## src/rtl/debounced_bcd_counter.sv

```systemverilog
// debounced_bcd_counter: two debounced push-buttons stepping a wrapping 00-99 BCD counter.
// Each button path is synchroniser -> stable-level filter -> registered press edge.
module debounced_bcd_counter #(
    parameter int unsigned DEBOUNCE_CYCLES = 250000
) (
    input  logic       clk_i,
    input  logic       rst_n_i,
    input  logic       btn_up_i,
    input  logic       btn_dn_i,
    input  logic       clear_i,
    output logic [3:0] ones_o,
    output logic [3:0] tens_o,
    output logic       wrap_o
);
    localparam logic [19:0] DB_MAX = 20'(DEBOUNCE_CYCLES - 1);
    // Bit 0 is the up button, bit 1 the down button throughout.
    logic [1:0]       sync1_q, sync1_d, sync2_q, sync2_d;
    logic [1:0]       deb_q, deb_d, prev_q, prev_d, step_q, step_d;
    logic [1:0][19:0] cnt_q, cnt_d;
    logic [3:0]       ones_q, ones_d, tens_q, tens_d;
    logic             wrap_q, wrap_d;
    always_comb begin
        sync1_d = {btn_dn_i, btn_up_i};
        sync2_d = sync1_q;
        deb_d   = deb_q;
        cnt_d   = '0;
        for (int i = 0; i < 2; i++) begin
            if (sync2_q[i] != deb_q[i]) begin
                if (cnt_q[i] == DB_MAX) deb_d[i] = sync2_q[i];
                else cnt_d[i] = cnt_q[i] + 20'd1;
            end
        end
        prev_d = deb_q;
        step_d = deb_q & ~prev_q;
        ones_d = ones_q;
        tens_d = tens_q;
        wrap_d = 1'b0;
        // Coincident up and down steps cancel and fall through unchanged.
        if (clear_i) begin
            ones_d = 4'd0;
            tens_d = 4'd0;
        end else if (step_q == 2'b01) begin
            ones_d = (ones_q == 4'd9) ? 4'd0 : ones_q + 4'd1;
            tens_d = (ones_q != 4'd9) ? tens_q : (tens_q == 4'd9) ? 4'd0 : tens_q + 4'd1;
            wrap_d = (ones_q == 4'd9) && (tens_q == 4'd9);
        end else if (step_q == 2'b10) begin
            ones_d = (ones_q == 4'd0) ? 4'd9 : ones_q - 4'd1;
            tens_d = (ones_q != 4'd0) ? tens_q : (tens_q == 4'd0) ? 4'd9 : tens_q - 4'd1;
            wrap_d = (ones_q == 4'd0) && (tens_q == 4'd0);
        end
    end
    always_ff @(posedge clk_i or negedge rst_n_i) begin
        if (!rst_n_i) begin
            sync1_q <= '0;
            sync2_q <= '0;
            deb_q   <= '0;
            prev_q  <= '0;
            step_q  <= '0;
            cnt_q   <= '0;
            ones_q  <= '0;
            tens_q  <= '0;
            wrap_q  <= 1'b0;
        end else begin
            sync1_q <= sync1_d;
            sync2_q <= sync2_d;
            deb_q   <= deb_d;
            prev_q  <= prev_d;
            step_q  <= step_d;
            cnt_q   <= cnt_d;
            ones_q  <= ones_d;
            tens_q  <= tens_d;
            wrap_q  <= wrap_d;
        end
    end
    assign ones_o = ones_q;
    assign tens_o = tens_q;
    assign wrap_o = wrap_q;
endmodule

```

## config.mk

```make
export PLATFORM = sky130hd
export DESIGN_NAME = debounced_bcd_counter
export DESIGN_NICKNAME = d
export VERILOG_FILES = /design/src/rtl/debounced_bcd_counter.sv
export SDC_FILE = /design/constraint.sdc
export NUM_CORES = 1
export LEC_CHECK = 0
export ABC_AREA = 1
export BUFFER_PORTS_ARGS = -buffer_cell sky130_fd_sc_hd__buf_4
export CORE_MARGIN = 2
export CORE_UTILIZATION = 55
export CTS_BUF_LIST = sky130_fd_sc_hd__clkbuf_2
export DETAILED_ROUTE_END_ITERATION = 10
export PLACE_DENSITY = 0.72
export REMOVE_ABC_BUFFERS = 1
export SYNTH_ARGS = -nofsm -noshare
export SYNTH_HDL_FRONTEND = slang
export SYNTH_SLANG_ARGS = --single-unit
```

## constraint.sdc

```tcl
create_clock -name clk_i -period 3.1 [get_ports clk_i]
set_input_delay 0.155 -clock clk_i [delete_from_list [all_inputs] [get_ports clk_i]]
set_output_delay 0.155 -clock clk_i [all_outputs]
set_load 0.02 [all_outputs]
```

# Word-level counts from Yosys, hierarchy flattened
# Index checks and enable logic that the tools add are counted.
[op_classes]
n_bitwise = 2
addsub = 6
reduce_logical = 9
n_mux = 19
eq_ne = 11
[ops]
columns = ["op", "count"]
rows = [
  ["$mux 20", 4],
  ["$mux 4", 12],
  ["$add 20x1->20 const B", 2],
  ["$eq 20x18->1 const B", 2],
  ["$add 4x1->4 const B", 2],
  ["$eq 4x4->1 const B", 2],
  ["$logic_not 4->1", 2],
  ["$sub 4x1->4 const B", 2],
  ["$ne 3x3->1 const B", 2],
  ["$ne 4x4->1 const B", 1],
  ["$reduce_and 2->1", 2],
  ["$reduce_bool 4->1", 1],
  ["$mux 1", 3],
  ["$reduce_and 3->1", 1],
  ["$reduce_bool 3->1", 1],
  ["$and 2x2->2", 1],
  ["$eq 2x1->1 const B", 1],
  ["$eq 2x2->1 const B", 1],
  ["$logic_and 1x1->1", 2],
  ["$ne 1x1->1", 2],
  ["$not 2->2", 1],
]
[word_totals]
elab_cells = 58
reg_bits = 59
out_inout_bits = 9

# Longest topological paths before layout
# Gate-level depths: netlist (run 1).
[logic_depth]
depth_word = 6
mapped_depth = 10
ltp_nobuf = 10

# Least setup slack after synthesis (run 1)
# Ideal clock, no wire load.
[synth_path]
kind = "register to register"
from = "register ones_q[0], in the netlist ones_o[0]"
to = "register tens_q[3], in the netlist tens_o[3]"
path_slack_ps = 1527
period_less_slack_ps = 1573
stages_incl_launch_ff = 11
required_ps = 2987
t_arrival_ps = 1460
n_path_buf = 0
path_cell_list = "dfrtp_1 > inv_1 > ha_1 > nand2_1 > nor2_1 > nor2_1 > nor2_1 > nand2_1 > nand2_1 > nand2_1 > inv_1"
[synth_between]
elab_chain_len = 3
[synth_lines]
columns = ["item", "line_no", "source"]
rows = [
  ["start, declared", "20", "logic [3:0] ones_q, ones_d, tens_q, tens_d;"],
  ["start signal, assigned", "70", "ones_q <= ones_d;"],
  ["$ne 4x4->1 / $reduce_bool 4->1 (equally long branches)", "44, 48", ""],
  ["$ne 3x3->1 (no source line)", "-", ""],
  ["$reduce_and 3->1 (no source line) *", "-", ""],
  ["end signal, assigned", "71", "tens_q <= tens_d;"],
  ["end, declared", "20", ""],
]
# Mark *: on every way between the ends. The rest lies on a longest branch, timed or not.
# A chain may end at the register's enable or synchronous reset.

# Final worst setup path (run 1)
# Same ends and word-level chain as after synthesis.

==> results of run 1 <==
timing repair:
action                                  in CTS  in global routing
endpoints found under the setup margin       0                  0
hold endpoints to repair                    62                  0
hold buffers                                 4                  0
buffers inserted                             0                  0
per-stage QoR:
stage / util [%] / total power (µW)
3_3_place_gp: 60.5 / 1270
6_report: 62.9 / 1750
3_5_place_dp: 60.5 / 1280
2_1_floorplan: - / 1140
4_1_cts: 62.9 / 1770
5_1_grt: 62.9 / 1870
kinds of logic (layout without fill, tap and decap cells):
group / Yosys count / in the layout / synth area share [%]
buffers and inverters: 58 / 88 / 6.47
adder cells (fa/ha/maj): 8 / 8 / 2.92
flip-flops: 59 / 59 / 43.1
AO/OA/AOI/OAI: 28 / 28 / 4.24
AND/OR/NAND/NOR: 289 / 289 / 36.9
XOR/XNOR: 24 / 24 / 6.36
worst paths after layout:
| kind | slack [ps] | startpoint | cells after the start | endpoint |
|---|---|---|---|---|
| setup / recovery | 1470 | ones_o[0]$_DFFE_PN0P_ | 9 | tens_o[3]$_DFFE_PN0P_ |
| hold reg to reg | 380 | sync1_q[0]$_DFF_PN0_ | 0 | sync2_q[0]$_DFF_PN0_ |
| min in group clk_i | 350 | btn_up_i | 2 | sync1_q[0]$_DFF_PN0_ |
| hold / removal | 260 | rst_n_i | 2 | ones_o[2]$_DFFE_PN0P_ |
| max in group asynchronous | 2320 | rst_n_i | 2 | cnt_q[19]$_DFF_PN0_ |
| setup reg to reg | 1470 | ones_o[0]$_DFFE_PN0P_ | 9 | tens_o[3]$_DFFE_PN0P_ |
report_power, final:
group	leakage, µW	internal, µW	switching (µW)	total, µW
registers	0.000800	812	71.0	883
clock network	0.0000736	197	281	478
logic	0.000882	146	242	388
cells in the final DEF, fill, tap and decap left out, drive strengths merged, types with 4 or more instances in the layout:
cell type,Yosys,layout
xor2,16,16
clkbuf,1,13
nand2,119,119
dlygate4sd3,0,4
a21oi,9,9
inv,55,55
dfrtp,59,59
xnor2,8,8
nor2,115,115
nand3,41,41
buf,2,13
ha,8,8
o21ai,16,16
nand4,8,8
state kept, by name (all words and copies together), names as in the netlist, 2 cells and up:
name and cells:
cnt_q 40, ones_o 4, tens_o 4, deb_q 2, prev_q 2, step_q 2, sync1_q 2, sync2_q 2
per-layer routing:
metal	routed length, µm	GRT usage, %	vias up
li1	-	-	1506
met3	325	5.57	11
met2	3060	33.1	72
met4	119	8.64	0
met5	0	0	-
met1	3400	30.8	1371
layout make-up:
cell class,count,area [µm²],area share [%]
clock buffer,13,65.1,1.74
tap,75,93.8,2.51
multi-input combinational,349,1730,46.1
sequential,59,1480,39.4
timing repair buffer,17,138,3.68
clock inverter,3,38.8,1.04
inverter,55,206,5.51
==> run metrics, run 1 <==
PortBufs=13; TritonCTS Sinks=between 50 and 60; RSZ-0062 raised after global routing=no; TritonCTS buffer count=9; pre-CTS setup slack=between 1000 and 1500 ps; Slowest-stage cell, CP=dfrtp_1; CTS resizes=0; maximum clock rate=roughly 600 MHz; Synth Flop Type=dfrtp_1; initial antenna violation count=0; dpl cell area=about 3600 µm²; Vias=2960; Max-Cap Viols=0; Slew @ Worst Pin=about 750 ps; vias per std cell=5.18; dpl hpwl=about 5000 µm; Leak Pwr=0.00176 µW; Max stage delay on crit path=480 ps; Die Area=6870 µm²; Post-Route Setup TNS=0 ps; FP Rows=28; Worst Setup Start Kind=flip-flop; skew final=about 25 ps; Crit path max-delay family=simple AND/OR/NAND/NOR gates; antenna viol nets, final=0; Gate Count Post-Synth=466; total grt overflow=0; Post-synth EDFFs=0; top cells by count, synth=110 x nand2_1, 98 x nor2_1, 59 x dfrtp_1; crit path cell chain=inv_1 > ha_1 > nand2_1 > nor2_1 > nor2_1 > nor2_2 > nand3_1 > nand2_1 > inv_1; largest area contributor in the netlist=dfrtp_1; Initial Util=a little under three fifths; Setup WS post-layout=1470 ps; Finished Layout Cells=approximately 570; largest net degree at the start of global routing=60; crit-path max FO=7; ant diodes=0; synth-to-layout area growth=9.35%; synth warn=0; Global Route Usage Sum=between 20% and 30%; clk buf depth=2; Clock Pin Slew Worst Setup and Hold Paths=~160 ps; run status=finished clean; Crit. End Element=flip-flop; synth unique cells=26; Required @ worst endpoint=about 3500 ps; NumNets Final=504; post-synth top area share=a little over two fifths; Final Hold Fails=0; Crit path buffers/inverters=2; post-layout instance area=about 3700 µm²; count leader, synth=nand2_1; overall die height=82.9 µm; DR WL/cell=~12 µm; Inst Count DP=551; number of primary I/O pins=14; first-pass iteration count of the detailed router=4; die width=82.9 µm; Routed WL=roughly 7000 µm; layout cells sized above 1=between 10% and 20%; area of the mapped netlist=roughly 3400 µm²; arrival time at the worst endpoint=roughly 2000 ps; WHS=about 260 ps; ranking of synthesized cells by area=dfrtp_1 43%, nand2_1 12%, nor2_1 11%; first-pass GRT wire length=about 12000 µm; Post-synth ARST share=100%; TritonCTS clock tree=done; Seq/Total Area, Yosys=between 40 and 50%; peak supply drop=around 0.37 mV; Root Driver=clkbuf_2; htree depth=3; Setup Crit Path Kind=reg -> reg; global placer's final weighted congestion=~0.93; Setup Viol. Count Final=0; flop and latch count out of synthesis=59; Residual DRC=0; min-delay worst type=in -> async; Iteration-0 DRC Markers=approximately 210; Fill cells=approximately 540; period utilisation layout=52.5%; core outline area=between 5000 and 6000 µm²; Slew Viols, Final=0; Slew headroom=~50%; Synth Area per Inst=between 7 and 8 µm²; power per standard cell area=467 nW/µm²; min Tclk post-route=between 1500 and 2000 ps; vias in the first global route=2806; clock insertion delay at the later pin of the skew report=470 ps
No activity file was read; power rests on OpenSTA's default activity.
==> inputs of run 2 (changes only) <==
clock period = 1.7 ns   (was 3.1 ns; I/O delays follow)
==> run 2 against run 1 <==
  * Final area barely moved
  * Combinational power rose by 87%
  * Worst setup slack got worse by 1300 ps
  * Sequential share of layout area rose by 0.060 points
  * Clock-buffer cell count did not move
  * Sequential power rose by 82%
  * Die area did not move
  * Largest power group unchanged
==> run metrics, run 2 (synthesis results as in run 1) <==
number of primary I/O pins=14 (unchanged); crit-path max FO=5 (-2); Final Hold Fails=0 (unchanged); ant diodes=0 (unchanged); most frequent CP cell=nand2_1; clk buf depth=2 (unchanged); Initial Util=57.5% (unchanged); Setup Viol. Count Final=0 (unchanged); core outline area=5960 µm² (unchanged); vias per std cell=5.09 (-1.8%); Crit. End Element=flip-flop; htree depth=3 (unchanged); antenna viol nets, final=0 (unchanged); Residual DRC=0 (unchanged); NumNets Final=506 (+0.40%); run status=finished clean; initial antenna violation count=0 (unchanged); Setup Crit Path Kind=reg -> reg; Biggest register=cnt_q; total grt overflow=0 (unchanged); DR WL/cell=11.9 µm (-1.3%); Root Driver=clkbuf_2; Iteration-0 DRC Markers=143 (-33%); PortBufs=13 (unchanged); TritonCTS Sinks=59 (unchanged); Post-Route Setup TNS=0 ps (unchanged); maximum clock rate=658 MHz (+7.1%); Slew Viols, Final=0 (unchanged); crit path cell chain=inv_2 > ha_2 > nand2_1 > nor2_2 > nor2_1 > nor2_1 > nand2_1 > nand2_1 > nand2_1 > inv_1; WHS=180 ps (-82.9 ps); commonest non-fill, non-tap cell in the layout=nand2_1; period utilisation layout=89.4% (+37 points); Register Area=1480 µm² (about the same); number of flip-flops under the largest register name=40 (unchanged); Slew headroom=52.5% (+2.2 points); TritonCTS clock tree=done; arrival time at the worst endpoint=1910 ps (-100 ps); met3 usage=5.37% (-0.20 points); RSZ-0062 raised after global routing=no; layout cells sized above 1=13.1% (+0.96 points); Vias=2916 (-1.5%); power per standard cell area=812 nW/µm² (+74%); most frequent cells in the layout=110 x nand2_1, 97 x nor2_1, 58 x dfrtp_1, 51 x inv_1, 39 x nand3_1; min-delay worst type=in -> async; first-pass iteration count of the detailed router=4 (unchanged); Crit path max-delay family=simple AND/OR/NAND/NOR gates; overall die height=82.9 µm (unchanged); skew final=28.7 ps (+4.00 ps); clock insertion delay at the later pin of the skew report=490 ps (+20 ps); Routed WL=6850 µm (-0.97%); Leak Pwr=0.00175 µW (-0.50%); Fill cells=526 (-3.0%); TritonCTS buffer count=9 (unchanged); largest net degree at the start of global routing=60 (unchanged); Worst Setup Start Kind=flip-flop; GR Util met1=28.6% (-2.2 points); global placer's final weighted congestion=0.939 (+0.43%); Multi-input gate area=1730 µm² (+0.29%); GR Util met2=34.2% (+1.1 points); Max-Cap Viols=0 (unchanged); min Tclk post-route=1520 ps (-108 ps); dpl hpwl=4960 µm (-0.33%); Die Area=6870 µm² (unchanged); Max stage delay on crit path=450 ps (-30 ps); Required @ worst endpoint=2090 ps (-1390 ps); Global Route Usage Sum=21.5% (-0.60 points); die width=82.9 µm (unchanged); synth-to-layout area growth=9.28% (about the same); busiest grt layer=met2; Slowest-stage cell, CP=dfrtp_1; Crit path buffers/inverters=2 (unchanged); peak supply drop=0.686 mV (+87%); Slew @ Worst Pin=713 ps (-32.9 ps); first-pass GRT wire length=12100 µm (-2.6%); FP Rows=28 (unchanged); vias in the first global route=2817 (+0.39%); Clock Pin Slew Worst Setup and Hold Paths=170 ps (about the same)
-- run 2: where the power goes --
part / total, µW / leakage (µW) / internal [µW] / switching [µW]
Sequential: 1610 / 0.000799 / 1480 / 128
Clock: 702 / 0.0000573 / 209 / 493
Combinational: 725 / 0.000891 / 280 / 446
-- run 2: path summary, 6_finish.rpt --
check | startpoint | end | slack (ps) | depth (start not counted)
setup reg to reg | ones_o[1]$_DFFE_PN0P_ | tens_o[3]$_DFFE_PN0P_ | 180 | 10
max in group asynchronous | rst_n_i | cnt_q[8]$_DFF_PN0_ | 1020 | 2
min in group clk_i | btn_dn_i | sync1_q[1]$_DFF_PN0_ | 260 | 2
hold / removal | rst_n_i | wrap_o$_DFF_PN0_ | 180 | 2
hold reg to reg | sync1_q[1]$_DFF_PN0_ | sync2_q[1]$_DFF_PN0_ | 370 | 0
setup / recovery | ones_o[1]$_DFFE_PN0P_ | tens_o[3]$_DFFE_PN0P_ | 180 | 10
-- run 2: layout make-up --
| type | count | share of cell area (%) |
|---|---|---|
| multi-input combinational | 349 | 46.3 |
| clock buffer | 13 | 1.74 |
| inverter | 55 | 5.52 |
| timing repair buffer | 19 | 4.08 |
| sequential | 59 | 39.5 |
| tap | 75 | 2.51 |
| clock inverter | 3 | 0.401 |
-- run 2: stage by stage --
step           utilization (%)  total power, µW  cell area (µm²)  setup slack [ps]  cells
2_1_floorplan                -             2090             3410               127    463
3_3_place_gp              60.6             2320             3610               215    552
3_5_place_dp              60.6             2330             3610               176    552
4_1_cts                   62.6             3040             3730               134    572
5_1_grt                   62.8             3230             3740              16.3    573
6_report                  62.8             3040             3740               181    573
-- run 2: per-layer routing --
| layer | wire length, µm | part of all wire (%) |
|---|---|---|
| met5 | 0 | 0 |
| met4 | 68 | 0.99 |
| met3 | 343 | 5.0 |
| met2 | 3100 | 45 |
| met1 | 3330 | 49 |
-- run 2: what timing repair did --
| item | in CTS | in global routing |
|---|---|---|
| gates resized for setup | 0 | 4 |
| setup endpoints to repair | 0 | 5 |
| hold buffers | 4 | 0 |
| hold endpoints to repair | 63 | 0 |
| buffers inserted | 0 | 1 |
